### src/rtl/mul_div_iter.sv
`default_nettype none
// ============================================================================
// Module : mul_div_iter
// Iterative shift-add multiplier / restoring divider feeding HI/LO registers.
// Rev    : 1.0  initial release
// ============================================================================
module mul_div_iter #(
  parameter int WIDTH = 32
) (
  input  logic             clk,
  input  logic             rst_n,
  input  logic             start,
  input  logic [1:0]       op,
  input  logic [WIDTH-1:0] op_a,
  input  logic [WIDTH-1:0] op_b,
  output logic             busy,
  output logic             done,
  output logic [WIDTH-1:0] hi,
  output logic [WIDTH-1:0] lo,
  output logic             div_zero
);

  localparam int                 c_cnt_w = (WIDTH > 1) ? $clog2(WIDTH) : 1;
  localparam logic [c_cnt_w-1:0] c_last  = c_cnt_w'(WIDTH - 1);

  typedef enum logic [1:0] {
    S_IDLE = 2'd0,
    S_CALC = 2'd1,
    S_FIX  = 2'd2,
    S_ZERO = 2'd3
  } state_t;

  state_t               r_state;
  logic [2*WIDTH-1:0]   r_prod;   // mult: {partial product, multiplier}; div: {remainder, quotient}
  logic [WIDTH-1:0]     r_b;      // multiplicand or divisor magnitude
  logic [c_cnt_w-1:0]   r_cnt;
  logic                 r_div;
  logic                 r_sa;
  logic                 r_sb;

  logic                 w_neg_a;
  logic                 w_neg_b;
  logic [WIDTH-1:0]     w_abs_a;
  logic [WIDTH-1:0]     w_abs_b;
  logic [WIDTH:0]       w_msum;
  logic [2*WIDTH:0]     w_dshift;
  logic [WIDTH:0]       w_ddiff;
  logic [2*WIDTH-1:0]   w_prod_neg;
  logic [WIDTH-1:0]     w_quo;
  logic [WIDTH-1:0]     w_rem;
  logic [WIDTH-1:0]     w_quo_neg;
  logic [WIDTH-1:0]     w_rem_neg;

  assign w_neg_a    = op[0] & op_a[WIDTH-1];
  assign w_neg_b    = op[0] & op_b[WIDTH-1];
  assign w_abs_a    = w_neg_a ? -op_a : op_a;
  assign w_abs_b    = w_neg_b ? -op_b : op_b;

  assign w_msum     = {1'b0, r_prod[2*WIDTH-1:WIDTH]} + {1'b0, r_b};
  assign w_dshift   = {r_prod, 1'b0};
  assign w_ddiff    = w_dshift[2*WIDTH:WIDTH] - {1'b0, r_b};

  assign w_prod_neg = -r_prod;
  assign w_quo      = r_prod[WIDTH-1:0];
  assign w_rem      = r_prod[2*WIDTH-1:WIDTH];
  assign w_quo_neg  = -w_quo;
  assign w_rem_neg  = -w_rem;

  always_ff @(posedge clk or negedge rst_n) begin
    if (!rst_n) begin
      r_state  <= S_IDLE;
      r_prod   <= '0;
      r_b      <= '0;
      r_cnt    <= '0;
      r_div    <= 1'b0;
      r_sa     <= 1'b0;
      r_sb     <= 1'b0;
      busy     <= 1'b0;
      done     <= 1'b0;
      hi       <= '0;
      lo       <= '0;
      div_zero <= 1'b0;
    end else begin
      done <= 1'b0;
      case (r_state)
        S_IDLE: begin
          if (start) begin
            busy  <= 1'b1;
            r_cnt <= '0;
            r_div <= op[1];
            r_sa  <= w_neg_a;
            r_sb  <= w_neg_b;
            if (op[1] && (op_b == '0)) begin
              // Raw dividend is parked here so ZERO can return it on hi.
              r_prod  <= {{WIDTH{1'b0}}, op_a};
              r_state <= S_ZERO;
            end else begin
              r_prod  <= {{WIDTH{1'b0}}, op[1] ? w_abs_a : w_abs_b};
              r_b     <= op[1] ? w_abs_b : w_abs_a;
              r_state <= S_CALC;
            end
          end
        end

        S_CALC: begin
          if (r_div) begin
            // Restoring step: keep the trial subtraction only if it did not borrow.
            if (!w_ddiff[WIDTH])
              r_prod <= {w_ddiff[WIDTH-1:0], w_dshift[WIDTH-1:1], 1'b1};
            else
              r_prod <= w_dshift[2*WIDTH-1:0];
          end else if (r_prod[0]) begin
            r_prod <= {w_msum, r_prod[WIDTH-1:1]};
          end else begin
            r_prod <= {1'b0, r_prod[2*WIDTH-1:1]};
          end
          r_cnt <= r_cnt + 1'b1;
          if (r_cnt == c_last)
            r_state <= S_FIX;
        end

        S_FIX: begin
          if (r_div) begin
            lo <= (r_sa ^ r_sb) ? w_quo_neg : w_quo;
            hi <= r_sa ? w_rem_neg : w_rem;
          end else begin
            {hi, lo} <= (r_sa ^ r_sb) ? w_prod_neg : r_prod;
          end
          div_zero <= 1'b0;
          done     <= 1'b1;
          busy     <= 1'b0;
          r_state  <= S_IDLE;
        end

        S_ZERO: begin
          hi       <= r_prod[WIDTH-1:0];
          lo       <= '1;
          div_zero <= 1'b1;
          done     <= 1'b1;
          busy     <= 1'b0;
          r_state  <= S_IDLE;
        end

        default: r_state <= S_IDLE;
      endcase
    end
  end

endmodule
`default_nettype wire

### config.mk
export PLATFORM = sky130hd
export DESIGN_NAME = mul_div_iter
export DESIGN_NICKNAME = d
export VERILOG_FILES = /design/src/rtl/mul_div_iter.sv
export SDC_FILE = /design/constraint.sdc
export NUM_CORES = 1
export LEC_CHECK = 0
export BUFFER_PORTS_ARGS = -buffer_cell sky130_fd_sc_hd__buf_4
export CAP_MARGIN = 20
export CORE_MARGIN = 2
export CORE_UTILIZATION = 45
export DETAILED_ROUTE_END_ITERATION = 8
export PLACE_DENSITY = 0.71
export SYNTH_ARGS = -nofsm -noshare
export SYNTH_HDL_FRONTEND = slang
export SYNTH_SLANG_ARGS = --single-unit
### constraint.sdc
create_clock -name clk -period 8.53 [get_ports clk]
set_input_delay 1.2795 -clock clk [delete_from_list [all_inputs] [get_ports clk]]
set_output_delay 1.2795 -clock clk [all_outputs]
set_load 0.02 [all_outputs]
==> results of run 1 <==
-- sequential cells by signal, indices dropped and copies added, names as in the netlist, 2 cells and up --
name     cells
r_b         32
r_state      2
r_prod      64
hi          32
lo          32
r_cnt        5
-- metal layers --
metal | share of wire [%] | vias to the layer above | wire, um
li1 | - | 7213 | -
met1 | 43 | 7561 | 24500
met2 | 44 | 940 | 25300
met3 | 10 | 108 | 5710
met4 | 2.7 | 0 | 1530
met5 | 0 | - | 0
-- layout by cell type, fill, tap and decap left out, types with 6 or more instances in the layout --
| cell | Yosys | final |
|---|---|---|
| a211oi_1 | 26 | 26 |
| a21o_1 | 33 | 33 |
| a21oi_1 | 164 | 164 |
| a221oi_1 | 8 | 8 |
| a22oi_1 | 6 | 6 |
| a31oi_1 | 35 | 35 |
| and2_1 | 9 | 9 |
| and3_1 | 18 | 18 |
| buf_4 | 1 | 159 |
| clkbuf_16 | 0 | 17 |
| dfrtp_1 | 173 | 170 |
| ha_1 | 70 | 70 |
| inv_1 | 80 | 80 |
| mux2_2 | 27 | 27 |
| mux2i_1 | 64 | 64 |
| nand2_1 | 189 | 189 |
| nand2b_1 | 20 | 20 |
| nand3_1 | 35 | 35 |
| nand3b_1 | 6 | 6 |
| nand4_1 | 18 | 18 |
| nor2_1 | 160 | 159 |
| nor2b_1 | 13 | 12 |
| nor3_1 | 50 | 50 |
| nor4_1 | 15 | 15 |
| o211ai_1 | 33 | 33 |
| o21a_1 | 14 | 14 |
| o21ai_0 | 157 | 157 |
| o21bai_1 | 10 | 10 |
| o221ai_1 | 38 | 38 |
| o22a_1 | 32 | 32 |
| o22ai_1 | 11 | 11 |
| o31ai_1 | 16 | 16 |
| o41ai_1 | 7 | 7 |
| or3_1 | 15 | 15 |
| or4_1 | 9 | 9 |
| xnor2_1 | 93 | 92 |
| xor2_1 | 76 | 76 |
-- cells by family (layout without fill, tap and decap cells) --
kind of cell             Yosys count  count (layout)  synth area share [%]
AO/OA/AOI/OAI                    638             638                  26.5
buffers and inverters            219             274                  5.55
flip-flops                       173             173                  27.9
AND/OR/NAND/NOR                  591             591                  18.5
adder cells (fa/ha/maj)           72              72                  5.91
multiplexers                      91              91                  6.09
XOR/XNOR                         169             169                  9.54
-- worst max path at each step --
stage | start | to | slack, ns | cells after the start
2_1_floorplan | op_b[0] | r_prod[28] | 4.77 | 11
3_3_place_gp | op[1] | r_b[25] | 4.02 | 9
3_5_place_dp | op[1] | r_prod[22] | 3.94 | 8
4_1_cts | r_prod[32] | r_prod[53] | 4.36 | 12
5_1_grt | op[1] | r_prod[22] | 4.01 | 8
6_report | r_prod[33] | r_prod[59] | 4.23 | 11
-- per-stage QoR --
stage	hold slack, ns	instance area, um^2	utilization, %
5_1_grt	0.506	17300	51.3
3_5_place_dp	0.479	16700	49.7
6_report	0.493	17300	51.3
2_1_floorplan	0.449	15500	-
3_3_place_gp	0.468	16700	49.7
4_1_cts	0.497	17300	51.3
-- report_power, final --
group	switching (mW)	internal (mW)	total (mW)	leakage [nW]
Clock	0.393	0.385	0.778	0.258
Sequential	0.680	1.16	1.85	2.00
Combinational	3.41	2.29	5.70	5.02
-- cell type report --
type	instances	area (um^2)	share of cell area, %
multi-input cells	1561	10300	59.8
flip-flops and latches	173	4330	25.1
repair buffers	160	1200	6.97
well taps	448	561	3.24
clock buffers	19	433	2.50
inverters	82	308	1.78
clock inverters	13	121	0.702
==> out/results.tsv, run 1 <==
stage	metric	value	unit
detailed_routing	vias_per_cell	6.44	
synth	ys_top_cells_by_count	nand2_1 (189), dfrtp_1 (173), a21oi_1 (164)	
grt	busiest_layer	met2	
critical_path	slowest_stage	o21ai_0	
critical_path	r2r_slack	4.23	ns
synth	synth_enable_flop_cells	0	
detailed_routing	drt-total-wl	57100	um
finish	fin_cells	2456	
floorplan	ios	136	
timing	timing.final.ws_setup	4.23	ns
synth	synth_top_area_cell	dfrtp_1	
timing	clock_skew	0.0147	ns
critical_path	slowest_delay	0.67	ns
detailed_routing	wire_per_inst	23.2	um
critical_path	end_kind	flop	
grt	grt_pass1_wl	86800	um
synth	synth.distinct_cells	79	
critical_path	cp_cell_sequence	inv_1 -> fa_1 -> nor2b_1 -> o31a_1 -> a41oi_1 -> o21ai_0 -> a21oi_1 -> o21ai_0 -> mux2i_1 -> o21ai_0 -> o2111ai_1	
outcome	run_status	completed	
synth	synth_ff_type	dfrtp_1	
floorplan	rows	67	
power_and_ir_drop	ir_drop	200	uV
detailed_routing	dr.pass1.iters	6	
synth	ys_ff_latch	173	
critical_path	critical_path_required	8.82	ns
grt	grt_pass1_vias	14900	
clock_network	cts_setup_buffers	0	
finish	n_fill_cell	3248	
clock_network	cts_buffers	17	
floorplan	core	0.0337	mm^2
timing	min_period	4.30	ns
worst_hold_path	hold_class	flop to flop	
synth	synth_seq_area_share	27.9	%
synth	syn-cell-area	0.0155	mm^2
clock_network	htree_levels	4	
critical_path	r2r_start	r_prod[33]	
floorplan	dieArea	0.0360	mm^2
synth	synth_area_leaders	dfrtp_1 (28%), ha_1 (5.6%), a21oi_1 (5.3%), xnor2_1 (5.3%), o21ai_0 (5.1%)	
finish	area_delta_synth_final	11.5	%
timing	rsz0062_at_grt	no	
clock_network	cts.sinks	173	
timing	setup_viol	0	
critical_path	rr_endpoint	r_prod[59]	
placed_design	dp.final_hpwl	43200	um
grt	grtUsageMet2	48.7	%
floorplan	die_y	190	um
synth	postSynthCellCount	1953	
timing	final-max-slew-violation-count	0	
timing	relSlewSlack	21.5	%
grt	grtUsageMet1	44.6	%
timing	fin_crit_sh	50.4	%
grt	met3_usage	4.28	%
critical_path	cp_max_fo	8	
critical_path	critical_path_class	flop to flop	
critical_path	path_delay_family	compound AO/OA/AOI/OAI gates	
worst_hold_path	hold_path_startpoint	hi[31]	
clock_network	hold_buffers	0	
finish	diodes	0	
clock_network	insertion_delay	0.45	ns
placed_design	dp_cells	2424	
placed_design	pre_cts_ws	3.94	ns
critical_path	cp.arrival	4.59	ns
placed_design	gp_congestion	0.978	
power_and_ir_drop	p_total	8.32	mW
finish	nets	2136	
clock_network	cts_tree	done	
grt	overflow	0	
critical_path	reg2reg_depth	11	
synth	async_flop_share	100	%
worst_hold_path	holdPathEnd	hi[31]	
timing	tns	0	ns
clock_network	cts-resized-gates	0	
clock_network	root_buffer	clkbuf_16	
detailed_routing	num_vias	15800	
floorplan	start_util	46.0	%
power_and_ir_drop	power_density	481	mW/mm^2
grt	grt_use_total	31.1	%
detailed_routing	drt-initial-drc-count	1609	
critical_path	crit_path_start_kind	flop	
synth	synth_top_area_share	27.9	%
power_and_ir_drop	cellLeakagePower	7.28	nW
finish	drive_gt1_share	12.3	%
clock_network	clkTransAtPathRegs	0.08	ns
synth	synth.most_common_cell	nand2_1	
timing	fmaxAchievable	233	MHz
floorplan	fp.dieW	190	um
grt	antenna_found_initial	0	
synth	avgSynthCellArea	7.94	um^2
timing	finalHoldViolCount	0	
synth	synth_fp_nets	2094	
critical_path	path_buf_inv	1	
detailed_routing	antenna_left	0	
clock_network	cts_buffer_depth	2	
critical_path	cp_common_cell	o21ai_0	
synth	yosysWarnings	0	
timing	tightestPinTransition	1.17	ns
worst_hold_path	whs_path_depth	1	
job	cap_violations	0	
placed_design	io_buffers	135	
detailed_routing	drc_errors	0	
grt	grt_max_degree	103	
Power figures use the tool's default switching activity.
==> run 2: changes to the inputs <==
- clock period: 8.53 -> 4.3 ns (I/O delays scaled with it)
==> run 2 against run 1 <==
Total power rose by 100%; die area stayed put; cell count grew 2.1%; sequential power is 72% higher; utilization is 1.3 points higher; worst setup slack lost 3.8 ns; sequential share of layout area down 0.64 points; clock skew decreased by 0.0015 ns; clock power increased by 100%; combinational power rose by 110%; fmax rose by 12%; largest power group unchanged.
==> out/results.tsv, run 2 (synthesis results as in run 1) <==
stage	metric	value	unit	change
outcome	run_status	completed		unchanged
critical_path	critical_path_required	4.61	ns	was 8.82 ns
worst_hold_path	hold_class	input pin to async pin		was flop to flop
critical_path	cp_max_fo	22		was 8
timing	final-max-slew-violation-count	0		unchanged
floorplan	core	0.0337	mm^2	unchanged
critical_path	critical_path_class	flop to flop		unchanged
power_and_ir_drop	ir_drop	398	uV	was 200 uV
grt	grt_max_degree	92		was 103
clock_network	htree_levels	4		unchanged
critical_path	cp.arrival	4.15	ns	was 4.59 ns
power_and_ir_drop	clkPwrFrac	9.4	%	was 9.3%
power_and_ir_drop	switchingPower	8.91	mW	was 4.48 mW
detailed_routing	drt-initial-drc-count	1747		was 1609
clock_network	cts.sinks	173		unchanged
clock_network	cts_tree	done		unchanged
detailed_routing	drc_errors	0		unchanged
power_and_ir_drop	p_total	16.9	mW	was 8.32 mW
timing	setup_viol	0		unchanged
finish	mostFrequentLayoutCell	buf_4		was nand2_1
floorplan	rows	67		unchanged
clock_network	hold_buffers	0		unchanged
finish	largest_register_ff_count	64		unchanged
grt	grt_pass1_vias	14600		was 14900
floorplan	die_y	190	um	unchanged
clock_network	cts_buffer_depth	2		unchanged
timing	fmaxAchievable	261	MHz	was 233 MHz
finish	area_delta_synth_final	14.4	%	was 11.5%
detailed_routing	wire_per_inst	22.4	um	was 23.2 um
power_and_ir_drop	power_frac_seq	18.9	%	was 22.2%
grt	overflow	0		unchanged
clock_network	cts_setup_buffers	0		unchanged
finish	top_register	r_prod		unchanged
power_and_ir_drop	power_density	953	mW/mm^2	was 481 mW/mm^2
grt	grt_use_total	30.7	%	was 31.1%
detailed_routing	vias_per_cell	6.31		was 6.44
timing	relSlewSlack	29.5	%	was 21.5%
critical_path	crit_path_start_kind	flop		unchanged
detailed_routing	num_vias	15800		about the same
floorplan	ios	136		unchanged
critical_path	r2r_slack	0.46	ns	was 4.23 ns
clock_network	clkTransAtPathRegs	0.08	ns	about the same
power_and_ir_drop	power.internal	8.00	mW	was 3.84 mW
clock_network	insertion_delay	0.44	ns	was 0.45 ns
timing	fin_crit_sh	89.2	%	was 50.4%
floorplan	start_util	46.0	%	unchanged
finish	diodes	0		unchanged
timing	finalHoldViolCount	0		unchanged
placed_design	io_buffers	135		unchanged
detailed_routing	dr.pass1.iters	6		unchanged
timing	clock_skew	0.0133	ns	was 0.0147 ns
power_and_ir_drop	netSwitchingFraction	52.7	%	was 53.9%
finish	n_fill_cell	3174		was 3248
power_and_ir_drop	cellLeakagePower	7.57	nW	was 7.28 nW
timing	tightestPinTransition	1.03	ns	was 1.17 ns
clock_network	cts-resized-gates	0		unchanged
timing	min_period	3.84	ns	was 4.30 ns
critical_path	reg2reg_depth	12		was 11
finish	fin_util	52.7	%	was 51.3%
grt	grt_pass1_wl	85800	um	was 86800 um
grt	antenna_found_initial	0		unchanged
detailed_routing	antenna_left	0		unchanged
critical_path	end_kind	flop		unchanged
placed_design	dp.final_hpwl	44000	um	was 43200 um
clock_network	root_buffer	clkbuf_16		unchanged
placed_design	gp_congestion	1.00		was 0.978
finish	final_cell_mix	buf_4 (207), nand2_1 (189), dfrtp_1 (170)		was nand2_1 (189), dfrtp_1 (170), a21oi_1 (164)
critical_path	rr_endpoint	r_prod[46]		was r_prod[59]
clock_network	cts_buffers	17		unchanged
floorplan	dieArea	0.0360	mm^2	unchanged
floorplan	fp.dieW	190	um	unchanged
critical_path	r2r_start	r_prod[32]		was r_prod[33]
power_and_ir_drop	p_comb_share	71.7	%	was 68.5%
finish	nets	2187		was 2136
timing	tns	0	ns	unchanged
finish	drive_gt1_share	14.5	%	was 12.3%
detailed_routing	drt-total-wl	56100	um	was 57100 um
job	cap_violations	0		unchanged
timing	rsz0062_at_grt	no		unchanged
==> run 2: changes by cell type in the layout (fill, tap and decap cells not counted) <==
cell,previous run,this run
buf_4,159,207
bufinv_16,0,1
clkbuf_1,2,1
buf_12,0,2
buf_2,0,1
clkinvlp_4,4,1
inv_6,5,1
clkinv_4,1,4
clkinv_8,1,2
inv_8,2,5
==> run 2: final cells by class <==
class                           count  area (um^2)  share of cell area, %
Clock buffer                       18          429                   2.42
Clock inverter                     14          170                  0.959
Inverter                           82          308                   1.73
Multi-Input combinational cell   1561        10300                   58.2
Sequential cell                   173         4330                   24.4
Tap cell                          448          561                   3.16
Timing Repair Buffer              211         1610                   9.07
==> run 2: critical path: stages, from the launching register on <==
cell	delay, ns
dfrtp_1	0.54
inv_1	0.22
fa_1	0.47
nand2b_1	0.20
a21oi_1	0.28
o21bai_1	0.18
a32oi_1	0.36
a2111oi_0	0.26
nor3_4	0.48
buf_12	0.24
mux2_2	0.35
nand2_1	0.08
nand3_1	0.07
==> run 2: how the worst max path moves through the flow <==
stage	from	endpoint	cells past startpoint
after floorplan	r_prod[31]	r_prod[32]	14
after global placement	op_b[23]	r_prod[24]	9
after detailed placement	op_b[11]	r_prod[24]	9
after CTS	r_prod[32]	r_prod[46]	12
after global routing	r_prod[32]	r_prod[46]	12
final	r_prod[32]	r_prod[46]	12
==> run 2: metrics by stage <==
stage | setup slack [ns] | cell area (um^2) | instances | hold slack, ns
final | 0.463 | 17700 | 2507 | 0.300
after global routing | 0.271 | 17700 | 2507 | 0.371
after CTS | 0.524 | 17700 | 2506 | 0.329
after detailed placement | 0.314 | 17100 | 2474 | 0.472
after global placement | 0.328 | 17100 | 2473 | 0.469
after floorplan | 1.14 | 15500 | 1953 | 0.349
==> run 2: routing by layer <==
| layer | part of all wire [%] | GRT usage (%) |
|---|---|---|
| met5 | 0 | 0 |
| met2 | 44 | 47.1 |
| met1 | 44 | 44.3 |
| met3 | 10 | 5.48 |
| met4 | 2.6 | 8.35 |
==> run 2: power by group through the flow <==
| stage | clock network, mW | logic (mW) | registers, mW |
|---|---|---|---|
| 3_5_place_dp | 0 | 11.8 | 3.17 |
| 3_3_place_gp | 0 | 11.7 | 3.15 |
| 4_1_cts | 1.60 | 11.9 | 3.15 |
| 2_1_floorplan | 0 | 8.23 | 3.05 |
| 6_report | 1.59 | 12.1 | 3.19 |
| 5_1_grt | 1.67 | 13.1 | 3.25 |
==> run 3: changes to the inputs <==
- BUFFER_PORTS_ARGS: -buffer_cell sky130_fd_sc_hd__buf_4 -> -buffer_cell sky130_fd_sc_hd__clkbuf_2
==> run 3 against run 2 <==
Critical path type unchanged; clock-buffer cell count is 1 lower; utilization is 1.2 points lower; total power is 1.1% lower; sequential power is 3% higher; largest power group unchanged; first-iteration DRC count is 10% higher; flip-flop and latch count stayed put; worst setup slack worse by 0.19 ns; clock power hardly changed; clock skew is 0.0012 ns higher; global-route usage is 0.21 points lower; combinational power hardly changed.
==> out/results.tsv, run 3 (synthesis results as in run 1) <==
stage	metric	value	unit	change
critical_path	r2r_start	r_prod[32]		unchanged
timing	min_period	4.03	ns	was 3.84 ns
timing	fin_crit_sh	93.8	%	was 89.2%
critical_path	cp_max_fo	13		was 22
critical_path	critical_path_class	flop to flop		unchanged
power_and_ir_drop	clkPwrFrac	9.5	%	was 9.4%
critical_path	critical_path_required	4.60	ns	was 4.61 ns
detailed_routing	num_vias	15900		was 15800
clock_network	root_buffer	clkbuf_16		unchanged
power_and_ir_drop	cellLeakagePower	7.44	nW	was 7.57 nW
detailed_routing	antenna_left	0		unchanged
floorplan	fp.dieW	190	um	unchanged
clock_network	cts_tree	done		unchanged
outcome	run_status	completed		unchanged
timing	finalHoldViolCount	0		unchanged
finish	top_register	r_prod		unchanged
detailed_routing	drt-total-wl	55000	um	was 56100 um
finish	largest_register_ff_count	64		unchanged
timing	tns	0	ns	unchanged
floorplan	die_y	190	um	unchanged
grt	grt_pass1_wl	85500	um	was 85800 um
grt	grt_max_degree	106		was 92
grt	antenna_found_initial	0		unchanged
detailed_routing	dr.pass1.iters	6		unchanged
worst_hold_path	hold_class	input pin to async pin		unchanged
finish	final_cell_mix	nand2_1 (189), dfrtp_1 (169), a21oi_1 (164)		was buf_4 (207), nand2_1 (189), dfrtp_1 (170)
grt	grt_use_total	30.5	%	was 30.7%
critical_path	reg2reg_depth	11		was 12
critical_path	crit_path_start_kind	flop		unchanged
power_and_ir_drop	switchingPower	8.90	mW	was 8.91 mW
critical_path	startpoint	r_prod[32]		unchanged
power_and_ir_drop	p_total	16.7	mW	was 16.9 mW
grt	overflow	0		unchanged
clock_network	cts-resized-gates	0		unchanged
finish	fin_cells	2496		was 2507
detailed_routing	drc_errors	0		unchanged
clock_network	htree_levels	4		unchanged
finish	mostFrequentLayoutCell	nand2_1		was buf_4
clock_network	insertion_delay	0.45	ns	was 0.44 ns
critical_path	rr_endpoint	r_prod[49]		was r_prod[46]
critical_path	r2r_slack	0.27	ns	was 0.46 ns
timing	timing.final.ws_setup	0.268	ns	was 0.463 ns
floorplan	rows	67		unchanged
power_and_ir_drop	ir_drop	407	uV	was 398 uV
critical_path	end_kind	flop		unchanged
placed_design	io_buffers	135		unchanged
job	cap_violations	0		unchanged
finish	drive_gt1_share	14.2	%	was 14.5%
placed_design	gp_congestion	0.992		was 1.00
placed_design	dp_cells	2464		was 2474
clock_network	hold_buffers	0		unchanged
power_and_ir_drop	power_frac_seq	19.5	%	was 18.9%
critical_path	cp.arrival	4.33	ns	was 4.15 ns
power_and_ir_drop	netSwitchingFraction	53.2	%	was 52.7%
critical_path	crit_path_end	r_prod[49]		was r_prod[46]
timing	rsz0062_at_grt	no		unchanged
detailed_routing	vias_per_cell	6.35		was 6.31
placed_design	placed_cell_area	0.0167	mm^2	was 0.0171 mm^2
placed_design	dp.final_hpwl	42900	um	was 44000 um
power_and_ir_drop	p_comb_share	71.0	%	was 71.7%
timing	fmaxAchievable	248	MHz	was 261 MHz
clock_network	cts.sinks	173		unchanged
clock_network	clkTransAtPathRegs	0.08	ns	about the same
placed_design	pre_cts_ws	0.356	ns	was 0.314 ns
detailed_routing	drt-initial-drc-count	1928		was 1747
finish	diodes	0		unchanged
power_and_ir_drop	power_density	965	mW/mm^2	was 953 mW/mm^2
timing	relSlewSlack	26.7	%	was 29.5%
timing	tightestPinTransition	1.10	ns	was 1.03 ns
grt	grt_pass1_vias	14900		was 14600
clock_network	cts_setup_buffers	0		unchanged
clock_network	cts_buffers	17		unchanged
finish	stdcell_area	0.0173	mm^2	was 0.0177 mm^2
timing	setup_viol	0		unchanged
floorplan	start_util	46.0	%	unchanged
power_and_ir_drop	power.internal	7.82	mW	was 8.00 mW
timing	clock_skew	0.0145	ns	was 0.0133 ns
timing	final-max-slew-violation-count	0		unchanged
floorplan	ios	136		unchanged
clock_network	cts_buffer_depth	2		unchanged
floorplan	dieArea	0.0360	mm^2	unchanged
finish	n_fill_cell	3276		was 3174
detailed_routing	wire_per_inst	22.0	um	was 22.4 um
floorplan	core	0.0337	mm^2	unchanged
finish	area_delta_synth_final	11.8	%	was 14.4%
finish	nets	2176		was 2187
[run 3: critical path: stages, from the launching register on]
cell and delay [ns]:
dfrtp_1 0.52, inv_1 0.21, fa_1 0.46, nand2b_1 0.20, a21oi_1 0.28, o21bai_1 0.16, a32oi_1 0.40, a2111oi_0 0.28
nor3_4 0.62, mux2_2 0.42, a22oi_1 0.20, o21ai_0 0.14
[run 3: routing by layer]
| metal | track usage [%] | vias up | routed length (um) |
|---|---|---|---|
| met2 | 45.8 | 868 | 23600 |
| li1 | - | 7299 | - |
| met1 | 44.2 | 7591 | 24000 |
| met5 | 0 | - | 0 |
| met3 | 5.52 | 100 | 5790 |
| met4 | 9.72 | 0 | 1600 |
[run 3: worst min-delay path by stage]
stage,start,to,slack (ns),depth (start not counted)
6_report,rst_n,hi[27],0.28,1
5_1_grt,rst_n,hi[27],0.39,1
4_1_cts,rst_n,hi[27],0.39,1
3_5_place_dp,hi[31],hi[31],0.48,1
3_3_place_gp,r_cnt[3],r_cnt[3],0.47,1
2_1_floorplan,rst_n,busy,0.35,0
[run 3: area by class of cell]
cell class / instances / area, um^2 / area share, %
clock buffers: 17 / 425 / 2.45
clock inverters: 15 / 176 / 1.02
inverters: 82 / 308 / 1.78
multi-input cells: 1561 / 10300 / 59.6
flip-flops and latches: 173 / 4330 / 25.0
well taps: 448 / 561 / 3.23
repair buffers: 200 / 1190 / 6.88
[run 3: per-stage QoR]
stage	hold WS (ns)	util (%)
2_1_floorplan	0.349	-
3_3_place_gp	0.470	49.6
3_5_place_dp	0.484	49.6
4_1_cts	0.392	51.4
5_1_grt	0.386	51.4
6_report	0.276	51.4
[run 3: power groups by stage]
| stage | Combinational (mW) | Clock (mW) | Sequential, mW |
|---|---|---|---|
| after global routing | 12.9 | 1.65 | 3.34 |
| after floorplan | 8.23 | 0 | 3.05 |
| after CTS | 11.6 | 1.59 | 3.23 |
| after global placement | 11.4 | 0 | 3.23 |
| final | 11.9 | 1.58 | 3.27 |
| after detailed placement | 11.5 | 0 | 3.26 |
